<file path="src/rtl/mvm_uart_pkg.sv">
// Shared constants and types for the UART matrix-vector-multiply system.
//   CLOCKS_PER_PULSE : clk cycles per UART bit (50 MHz / 19200 baud)
//   BITS_PER_WORD    : data bits per UART frame
//   R, C, W_X, W_K   : MVM geometry; W_OUT is the packed operand width (K matrix + X vector)
//   rx_state_e       : receiver FSM encoding
//   num_words()      : bytes needed to carry one packed operand word
package mvm_uart_pkg;

  localparam int unsigned CLOCKS_PER_PULSE = 2604;
  localparam int unsigned BITS_PER_WORD    = 8;

  localparam int unsigned R   = 2;
  localparam int unsigned C   = 2;
  localparam int unsigned W_X = 4;
  localparam int unsigned W_K = 2;

  localparam int unsigned W_OUT = R * C * W_K + C * W_X;

  typedef enum logic [2:0] {
    StIdle,
    StStart,
    StData,
    StStop,
    StWaitIdle
  } rx_state_e;

  // Ceiling division: bytes per packet.
  function automatic int unsigned num_words(input int unsigned w_out, input int unsigned bpw);
    return (w_out + bpw - 1) / bpw;
  endfunction

endpackage

</file>
<file path="src/rtl/uart_rx_byte.sv">
// 8N1 UART byte receiver: 2-flop synchroniser, baud counter, FSM and LSB-first shift register.
//   clk        : system clock, rising edge
//   rst        : synchronous active-high reset
//   rx         : asynchronous UART line, idle high
//   rx_byte    : last received data byte (valid while byte_valid is high)
//   byte_valid : one-cycle pulse, stop bit sampled high
//   frame_err  : one-cycle pulse, stop bit sampled low (byte dropped)
module uart_rx_byte #(
  parameter int unsigned CLOCKS_PER_PULSE = mvm_uart_pkg::CLOCKS_PER_PULSE,
  parameter int unsigned BITS_PER_WORD    = mvm_uart_pkg::BITS_PER_WORD
) (
  input  logic                     clk,
  input  logic                     rst,
  input  logic                     rx,
  output logic [BITS_PER_WORD-1:0] rx_byte,
  output logic                     byte_valid,
  output logic                     frame_err
);

  import mvm_uart_pkg::*;

  localparam int unsigned CntW = (CLOCKS_PER_PULSE > 1) ? $clog2(CLOCKS_PER_PULSE) : 1;
  localparam int unsigned BitW = (BITS_PER_WORD > 1) ? $clog2(BITS_PER_WORD) : 1;

  localparam logic [CntW-1:0] HalfLast = CntW'(CLOCKS_PER_PULSE / 2 - 1);
  localparam logic [CntW-1:0] FullLast = CntW'(CLOCKS_PER_PULSE - 1);
  localparam logic [BitW-1:0] BitLast  = BitW'(BITS_PER_WORD - 1);

  logic                     sync_q, rx_s_q;
  rx_state_e                state_q, state_d;
  logic [CntW-1:0]          cnt_q, cnt_d;
  logic [BitW-1:0]          bit_cnt_q, bit_cnt_d;
  logic [BITS_PER_WORD-1:0] shreg_q, shreg_d;
  logic                     byte_valid_q, byte_valid_d;
  logic                     frame_err_q, frame_err_d;
  logic                     half_tick, full_tick;

  assign half_tick = (cnt_q == HalfLast);
  assign full_tick = (cnt_q == FullLast);

  always_ff @(posedge clk) begin
    if (rst) begin
      sync_q       <= 1'b1;
      rx_s_q       <= 1'b1;
      state_q      <= StIdle;
      cnt_q        <= '0;
      bit_cnt_q    <= '0;
      shreg_q      <= '0;
      byte_valid_q <= 1'b0;
      frame_err_q  <= 1'b0;
    end else begin
      sync_q       <= rx;
      rx_s_q       <= sync_q;
      state_q      <= state_d;
      cnt_q        <= cnt_d;
      bit_cnt_q    <= bit_cnt_d;
      shreg_q      <= shreg_d;
      byte_valid_q <= byte_valid_d;
      frame_err_q  <= frame_err_d;
    end
  end

  always_comb begin
    state_d   = state_q;
    cnt_d     = cnt_q + CntW'(1);
    bit_cnt_d = bit_cnt_q;
    shreg_d   = shreg_q;
    unique case (state_q)
      StIdle: begin
        cnt_d     = '0;
        bit_cnt_d = '0;
        if (!rx_s_q) state_d = StStart;
      end
      StStart: begin
        // Re-check the line mid start bit to reject glitches.
        if (half_tick) begin
          cnt_d   = '0;
          state_d = rx_s_q ? StIdle : StData;
        end
      end
      StData: begin
        if (full_tick) begin
          cnt_d     = '0;
          shreg_d   = (shreg_q >> 1) | (BITS_PER_WORD'(rx_s_q) << (BITS_PER_WORD - 1));
          bit_cnt_d = bit_cnt_q + BitW'(1);
          if (bit_cnt_q == BitLast) begin
            bit_cnt_d = '0;
            state_d   = StStop;
          end
        end
      end
      StStop: begin
        if (full_tick) begin
          cnt_d   = '0;
          state_d = rx_s_q ? StIdle : StWaitIdle;
        end
      end
      StWaitIdle: begin
        // Line stuck low after a bad stop bit: wait for idle before hunting again.
        cnt_d = '0;
        if (rx_s_q) state_d = StIdle;
      end
      default: begin
        cnt_d   = '0;
        state_d = StIdle;
      end
    endcase
  end

  always_comb begin
    byte_valid_d = (state_q == StStop) && full_tick && rx_s_q;
    frame_err_d  = (state_q == StStop) && full_tick && !rx_s_q;
  end

  assign rx_byte    = shreg_q;
  assign byte_valid = byte_valid_q;
  assign frame_err  = frame_err_q;

endmodule

</file>
<file path="src/rtl/uart_rx_packer.sv">
// UART receive path for the MVM core: receives 8N1 bytes, packs them LSB-first into one
// W_OUT-bit operand word and presents it on a valid/ready stream.
//   clk       : system clock, rising edge
//   rst       : synchronous active-high reset
//   rx        : asynchronous UART line, idle high
//   m_data    : packed operand word
//   m_valid   : m_data valid
//   m_ready   : consumer accepts word when m_valid && m_ready
//   frame_err : one-cycle pulse, stop bit sampled low
//   overrun   : one-cycle pulse, packet completed while the output word was still held
module uart_rx_packer #(
  parameter int unsigned CLOCKS_PER_PULSE = mvm_uart_pkg::CLOCKS_PER_PULSE,
  parameter int unsigned BITS_PER_WORD    = mvm_uart_pkg::BITS_PER_WORD,
  parameter int unsigned W_OUT            = mvm_uart_pkg::W_OUT
) (
  input  logic             clk,
  input  logic             rst,
  input  logic             rx,
  output logic [W_OUT-1:0] m_data,
  output logic             m_valid,
  input  logic             m_ready,
  output logic             frame_err,
  output logic             overrun
);

  import mvm_uart_pkg::*;

  localparam int unsigned NUM_WORDS = num_words(W_OUT, BITS_PER_WORD);
  localparam int unsigned AsmW      = NUM_WORDS * BITS_PER_WORD;
  localparam int unsigned ByteCntW  = (NUM_WORDS > 1) ? $clog2(NUM_WORDS) : 1;

  localparam logic [ByteCntW-1:0] ByteLast = ByteCntW'(NUM_WORDS - 1);

  logic [BITS_PER_WORD-1:0] rx_byte;
  logic                     byte_valid;
  logic                     rx_frame_err;

  logic [AsmW-1:0]     asm_q, asm_d;
  logic [ByteCntW-1:0] byte_cnt_q, byte_cnt_d;
  logic                pkt_done_q, pkt_done_d;
  logic [W_OUT-1:0]    m_data_q, m_data_d;
  logic                m_valid_q, m_valid_d;
  logic                overrun_q, overrun_d;

  uart_rx_byte #(
    .CLOCKS_PER_PULSE (CLOCKS_PER_PULSE),
    .BITS_PER_WORD    (BITS_PER_WORD)
  ) u_rx_byte (
    .clk        (clk),
    .rst        (rst),
    .rx         (rx),
    .rx_byte    (rx_byte),
    .byte_valid (byte_valid),
    .frame_err  (rx_frame_err)
  );

  always_ff @(posedge clk) begin
    if (rst) begin
      asm_q      <= '0;
      byte_cnt_q <= '0;
      pkt_done_q <= 1'b0;
      m_data_q   <= '0;
      m_valid_q  <= 1'b0;
      overrun_q  <= 1'b0;
    end else begin
      asm_q      <= asm_d;
      byte_cnt_q <= byte_cnt_d;
      pkt_done_q <= pkt_done_d;
      m_data_q   <= m_data_d;
      m_valid_q  <= m_valid_d;
      overrun_q  <= overrun_d;
    end
  end

  // Assembly: byte n lands in bits [8n+7:8n]; a framing error restarts the packet.
  always_comb begin
    asm_d      = asm_q;
    byte_cnt_d = byte_cnt_q;
    pkt_done_d = 1'b0;
    if (rx_frame_err) begin
      byte_cnt_d = '0;
    end else if (byte_valid) begin
      for (int i = 0; i < int'(NUM_WORDS); i++) begin
        if (byte_cnt_q == ByteCntW'(i)) asm_d[i*BITS_PER_WORD +: BITS_PER_WORD] = rx_byte;
      end
      if (byte_cnt_q == ByteLast) begin
        byte_cnt_d = '0;
        pkt_done_d = 1'b1;
      end else begin
        byte_cnt_d = byte_cnt_q + ByteCntW'(1);
      end
    end
  end

  // Output register: a completed packet loads only if the slot is free or being emptied now.
  always_comb begin
    m_data_d  = m_data_q;
    m_valid_d = m_valid_q;
    overrun_d = 1'b0;
    if (pkt_done_q) begin
      if (!m_valid_q || m_ready) begin
        m_data_d  = asm_q[W_OUT-1:0];
        m_valid_d = 1'b1;
      end else begin
        overrun_d = 1'b1;
      end
    end else if (m_valid_q && m_ready) begin
      m_valid_d = 1'b0;
    end
  end

  // Padding bits of the last byte beyond W_OUT are discarded.
  if (AsmW > W_OUT) begin : g_pad
    logic unused_pad;
    assign unused_pad = ^asm_q[AsmW-1:W_OUT];
  end

  assign m_data    = m_data_q;
  assign m_valid   = m_valid_q;
  assign frame_err = rx_frame_err;
  assign overrun   = overrun_q;

endmodule

</file>
<file path="config.mk">
export PLATFORM = sky130hd
export DESIGN_NAME = uart_rx_packer
export DESIGN_NICKNAME = d
export VERILOG_FILES = /design/src/rtl/mvm_uart_pkg.sv /design/src/rtl/uart_rx_byte.sv /design/src/rtl/uart_rx_packer.sv
export SDC_FILE = /design/constraint.sdc
export NUM_CORES = 1
export LEC_CHECK = 0
export ABC_AREA = 1
export CAP_MARGIN = 20
export CORE_AREA = 4 4 88 90
export DETAILED_ROUTE_END_ITERATION = 16
export DIE_AREA = 0 0 92 94
export GPL_TIMING_DRIVEN = 0
export HOLD_SLACK_MARGIN = 0.1
export SYNTH_ARGS = -nofsm -noshare
export SYNTH_HDL_FRONTEND = slang
export SYNTH_SLANG_ARGS = --single-unit
</file>
<file path="constraint.sdc">
create_clock -name clk -period 1.8 [get_ports clk]
set_clock_uncertainty 0.2 [all_clocks]
set_input_delay 0.54 -clock clk [delete_from_list [all_inputs] [get_ports clk]]
set_output_delay 0.54 -clock clk [all_outputs]
set_load 0.02 [all_outputs]
</file>
# After elaboration in Yosys (flattened, before gate mapping)
# Index checks and enable logic that the tools add are counted.
# Widths: inputs -> output; s select.
[totals]
reg_bits = 66
in_bits = 4
output_inout_bits = 19
elab_cells = 79
[op_classes]
n_addsub = 3
n_eq_ne = 14
n_mux = 21
bitwise_logic = 5
n_reduce_logical = 21
[op_table]
columns = ["cell", "count"]
rows = [
  ["$mux 3", 9],
  ["$mux 12", 2],
  ["$pmux 12 s2", 1],
  ["$pmux 3 s5", 1],
  ["$add 12x1->12 const B", 1],
  ["$eq 12x11->1 const B", 1],
  ["$eq 12x12->1 const B", 1],
  ["$ne 2x1->1 const B", 6],
  ["$or 7x8->8", 1],
  ["$reduce_and 2->1", 4],
  ["$eq 3x2->1 const B", 2],
  ["$eq 3x3->1 const B", 2],
  ["$mux 1", 6],
  ["$pmux 3 s2", 1],
  ["$reduce_and 3->1", 2],
  ["$reduce_and 6->1", 1],
  ["$reduce_or 2->1", 3],
  ["$logic_and 1x1->1", 4],
  ["$not 1->1", 4],
  ["$reduce_bool 2->1", 2],
  ["$add 3x1->3 const B", 1],
  ["$eq 3x1->1 const B", 1],
  ["$logic_not 3->1", 1],
  ["$reduce_or 3->1", 1],
  ["5 further kinds", 6],
]

# Longest topological paths before layout
[depth]
word_depth = 4
mapped_depth = 11

# Cells and area by module
# From an unflattened synthesis, not the netlist that was laid out.
[unflattened]
hier_cells = 402
hier_area_um2 = 2980.4
[modules_own_cells]
columns = ["mod", "n_inst", "cells_each", "area_each_um2", "seq_area_each_um2"]
rows = [
  ["uart_rx_packer", 1, 216, 1521.5, 720.7],
  ["uart_rx_byte", 1, 186, 1458.9, 600.6],
]

# Least setup slack after synthesis
# Ideal clock, no wire load.
[synth_timing]
path_type = "register -> register"
start = "register u_rx_byte.cnt_q[0]"
end = "register u_rx_byte.shreg_q[6] (netlist: u_rx_byte.rx_byte[6])"
setup_ns = 0.119
arrival_time_ns = 1.293
setup_slack_ns = 0.188
stages_incl_launch_ff = 8
n_path_buf = 1
path_cell_list = "dfxtp_1 > ha_1 > nand2_1 > nor2_4 > nand3_2 > buf_2 > o21ai_1 > a21oi_1"
[synth_between]
elab_chain_cells = 2
[synth_rtl]
columns = ["item", "line", "rtl"]
rows = [
  ["from (decl)", "uart_rx_byte.sv:31", "logic [CntW-1:0] cnt_q, cnt_d;"],
  ["from (signal assigned)", "uart_rx_byte.sv:55", "cnt_q <= cnt_d;"],
  ["$eq 12x12->1", "uart_rx_byte.sv:39", "assign full_tick = (cnt_q == FullLast);"],
  ["$reduce_and 2->1 (no line)", "--", ""],
  ["to (signal assigned)", "uart_rx_byte.sv:57", "shreg_q <= shreg_d;"],
  ["to (decl)", "uart_rx_byte.sv:33", "logic [BITS_PER_WORD-1:0] shreg_q, shreg_d;"],
]
# Every way passes these cells.
# A chain may end at the register's enable or synchronous reset.

# Worst setup path in the final report
[layout_timing]
start = "register m_data_q[7] (netlist: m_data[7])"
end = "output port m_data[7]"
[layout_rtl]
columns = ["item", "line", "rtl"]
rows = [
  ["from (decl)", "uart_rx_packer.sv:41", "logic [W_OUT-1:0] m_data_q, m_data_d;"],
  ["from (signal assigned)", "uart_rx_packer.sv:69", "m_data_q <= m_data_d;"],
  ["to (decl)", "uart_rx_packer.sv:19", "output logic [W_OUT-1:0] m_data,"],
]
# No word-level cell between the ends.

==> summary.txt <==
Outcome
  – Status: complete, no violations

Route
  – M1 WL: 2640 um
  – Residual DRC count: 0
  – WL met3: 173 um
  – Met2 wire length: 2270 um
  – Routed wire per std cell: 11.0 um
  – DR top layer: met4
  – Vias/cell: 4.49
  – Total routed wirelength: 5200 um
  – DR vias: 2118
  – Drt pass-1 iters: 4
  – 1st-iter DRT viols: 55
  – Post-route antenna net violation count: 0

Power and ir drop
  – Net Sw Frac: 28.8%
  – Total Power: 0.00324 W
  – Comb power frac: 13.8%
  – Flop pwr share: 47.6%
  – Peak VDD IR: 0.382 mV
  – Leak: 1.42 nW
  – Part of the power in the clock network: 38.5%
  – Int Power: 0.00231 W
  – PwrDens: 999 nW/um^2
  – Switching power: 0.000933 W

Cells and area
  – Area growth syn-to-layout: 22.6%
  – Inserted Diodes: 0
  – Fill cell count: 735
  – Post-Layout Inst Area: 3240 um^2
  – Share of post-route cells with drive strength above 1: 18.5%
  – Nets@finish: 376
  – Final cell count without fillers: 472

Critical path
  – R2r endpoint: u_rx_byte.cnt_q[10]$_SDFF_PP0_
  – Crit-path cells: dlygate4sd2_1
  – CP max stage cell: dlygate4sd2_1
  – Kind of critical path: reg2out
  – CP peak stage delay: 0.34 ns
  – Reg2reg start: u_rx_byte.cnt_q[0]$_SDFF_PP0_
  – Crit Path Max Fanout: 2
  – Worst setup SP type: register
  – Buffers & Inverters on Critical Path: 1
  – R2R depth: 7
  – CP delay by family, top: buffers and inverters
  – Worst Path Arrival: 1.02 ns
  – Worst EP required: 1.06 ns
  – CP endpoint kind: primary output
  – R2R Setup Slk: 0.09 ns

Die
  – Initial core utilization: 37.4%
  – I/O pin count: 23
  – Die Area: 8650 um^2
  – Core Region: 7060 um^2
  – Die X: 92 um
  – FP Rows: 31
  – Die extent in y: 94 um

Clocking
  – Root buf cell: clkbuf_8
  – CTS clk-pin slew, worst paths: 0.08 ns
  – CTS tree: built
  – Clock Sinks: 66
  – Clock latency on the worst-skew pair: 0.35 ns
  – Hold Buf Count CTS: 0
  – Number of CTS-inserted buffers: 9
  – Deepest clock path buffer count: 2
  – CTS H-tree depth: 3

Synthesis
  – Synth Register Bits: 66
  – Mapped Nets: 342
  – Mapped Avg Cell Area: 7.91 um^2
  – Number of distinct library cells after synthesis: 28
  – Post-Syn Area: 2640 um^2
  – Mapped Cells: 334
  – Register area share after synthesis: 50.0%
  – Yosys warning count: 0

STA
  – F_max: 567 MHz
  – Crit path time final: 1.76 ns
  – Fin. max-slew vios: 0
  – Final hold vios: 0
  – Post-route clock period utilization: 97.9%
  – Worst-margin pin slew: 0.381 ns
  – Final setup viols: 0
  – Max_slew headroom: 74.6%

Global route
  – Vias in the first global route: 1988
  – Largest net degree at the start of global routing: 14
  – First-pass GRT wire length: 8850 um
  – Antenna violations before repair: 0
  – Total GRT Usage: 13.1%
  – Remaining Overflow, GRT: 0

Place
  – Placed cells: 455
  – Routability cong.: 0.887
  – # port buffers: 22
  – Dpl cell area: 2990 um^2
  – Dpl hpwl: 3710 um

Worst hold path
  – Hold path cells: 1
  – Hold Path Origin: u_rx_byte.sync_q$_SDFF_PP1_
  – Worst hold path class: reg2reg
  – Hold path endpoint: u_rx_byte.rx_s_q$_SDFF_PP1_

Job
  – Max-cap violations: 0
[cell usage in the layout (no fill, tap or decap), drive strengths merged, types with 3 or more instances in the layout]
| master | synthesis | routed |
|---|---|---|
| nand3 | 9 | 9 |
| a21oi | 30 | 30 |
| clkbuf | 5 | 17 |
| nor3 | 8 | 8 |
| nand2 | 38 | 38 |
| buf | 6 | 4 |
| clkdlybuf4s50 | 0 | 3 |
| ha | 4 | 4 |
| clkinv | 0 | 3 |
| dlygate4sd2 | 0 | 15 |
| o21ai | 44 | 44 |
| inv | 38 | 40 |
| clkdlybuf4s15 | 0 | 4 |
| xor2 | 6 | 6 |
| nand4 | 3 | 3 |
| dfxtp | 66 | 66 |
| nor2 | 71 | 71 |
[per-stage QoR]
step | utilization (%) | hold slack (ns) | setup TNS (ns) | setup slack, ns
after global routing | 45.9 | 0.258 | -0.0496 | -0.0162
after CTS | 44.9 | 0.228 | 0 | 0.00379
after global placement | 42.3 | 0.196 | -14.03 | -0.501
after floorplan | - | 0.189 | 0 | 0.188
after detailed placement | 42.3 | 0.200 | -14.13 | -0.525
final | 45.9 | 0.227 | 0 | 0.0371
[per-layer routing]
layer / up-vias / track usage [%]
li1: 1148 / -
met1: 932 / 16.4
met2: 27 / 20.1
met3: 11 / 3.61
met4: 0 / 7.80
met5: - / 0
[cells in the mapped netlist, drive strengths merged]
| cell | number | area (um^2) |
|---|---|---|
| nor3 | 8 | 50.1 |
| xnor2 | 2 | 17.5 |
| nor2 | 71 | 312 |
| xor2 | 6 | 52.6 |
| nand3b | 1 | 20.0 |
| dfxtp | 66 | 1320 |
| inv | 38 | 143 |
| or2 | 2 | 12.5 |
| nand3 | 9 | 60.1 |
| nand2 | 38 | 145 |
| buf | 6 | 35.0 |
| clkbuf | 5 | 18.8 |
| a21oi | 30 | 150 |
| nor4 | 1 | 6.26 |
| nand4 | 3 | 25.0 |
| ha | 4 | 50.1 |
| o21ai | 44 | 224 |
[cell families (layout without fill, tap and decap cells)]
family,after synthesis,after routing,synth area share (%)
xor+xnor,8,8,2.65
fa+ha+maj,4,4,1.89
flops,66,66,50.0
simple gates,133,133,23.9
compound gates,74,74,14.2
buf+inv,49,88,7.43
[registers in the layout, indices dropped and copies added (netlist names)]
| register | cells |
|---|---|
| u_rx_byte.state_q | 3 |
| u_rx_byte.rx_s_q | 1 |
| m_valid | 1 |
| overrun | 1 |
| m_data | 16 |
| u_rx_byte.rx_byte | 8 |
| u_rx_byte.bit_cnt_q | 3 |
| byte_cnt_q | 1 |
| u_rx_byte.byte_valid | 1 |
| pkt_done_q | 1 |
| u_rx_byte.cnt_q | 12 |
| u_rx_byte.frame_err | 1 |
| u_rx_byte.sync_q | 1 |
| asm_q | 16 |
[final cells by class]
| cell class | count | area [um^2] | share of cell area, % |
|---|---|---|---|
| buffer | 11 | 68.8 | 2.12 |
| clock buffer | 9 | 124 | 3.82 |
| clock inverter | 7 | 77.6 | 2.39 |
| inverter | 38 | 143 | 4.40 |
| multi-input combinational | 219 | 1170 | 36.0 |
| sequential | 66 | 1330 | 41.0 |
| tap | 99 | 124 | 3.82 |
| timing repair buffer | 23 | 210 | 6.49 |
[power groups by stage]
| stage | clock network [W] | registers (W) | logic, W |
|---|---|---|---|
| floorplan | 0 | 0.00156 | 0.000349 |
| global placement | 0 | 0.00157 | 0.000419 |
| detailed placement | 0 | 0.00157 | 0.000423 |
| CTS | 0.00129 | 0.00154 | 0.000425 |
| global route | 0.00134 | 0.00155 | 0.000524 |
| finish | 0.00125 | 0.00154 | 0.000448 |
[worst max-delay path by stage]
stage / from / end / slack, ns / cells past startpoint
finish: m_data[7]$_SDFFE_PP0P_ / m_data[7] / 0.04 / 1
global route: u_rx_byte.cnt_q[1]$_SDFF_PP0_ / u_rx_byte.cnt_q[11]$_SDFF_PP0_ / -0.02 / 10
CTS: m_ready / m_data[12]$_SDFFE_PP0P_ / 0.004 / 7
detailed placement: m_ready / m_data[12]$_SDFFE_PP0P_ / -0.52 / 7
global placement: m_ready / m_data[12]$_SDFFE_PP0P_ / -0.50 / 7
floorplan: u_rx_byte.cnt_q[0]$_SDFF_PP0_ / u_rx_byte.rx_byte[6]$_SDFFE_PP0P_ / 0.19 / 7
[what timing repair did]
item,in CTS,in global routing
pin swaps,0,3
resized for setup,23,25
buffers inserted,0,1
endpoints found under the setup margin,32,57
gates cloned,0,0
Note: power is estimated with default switching activity, not from simulation.
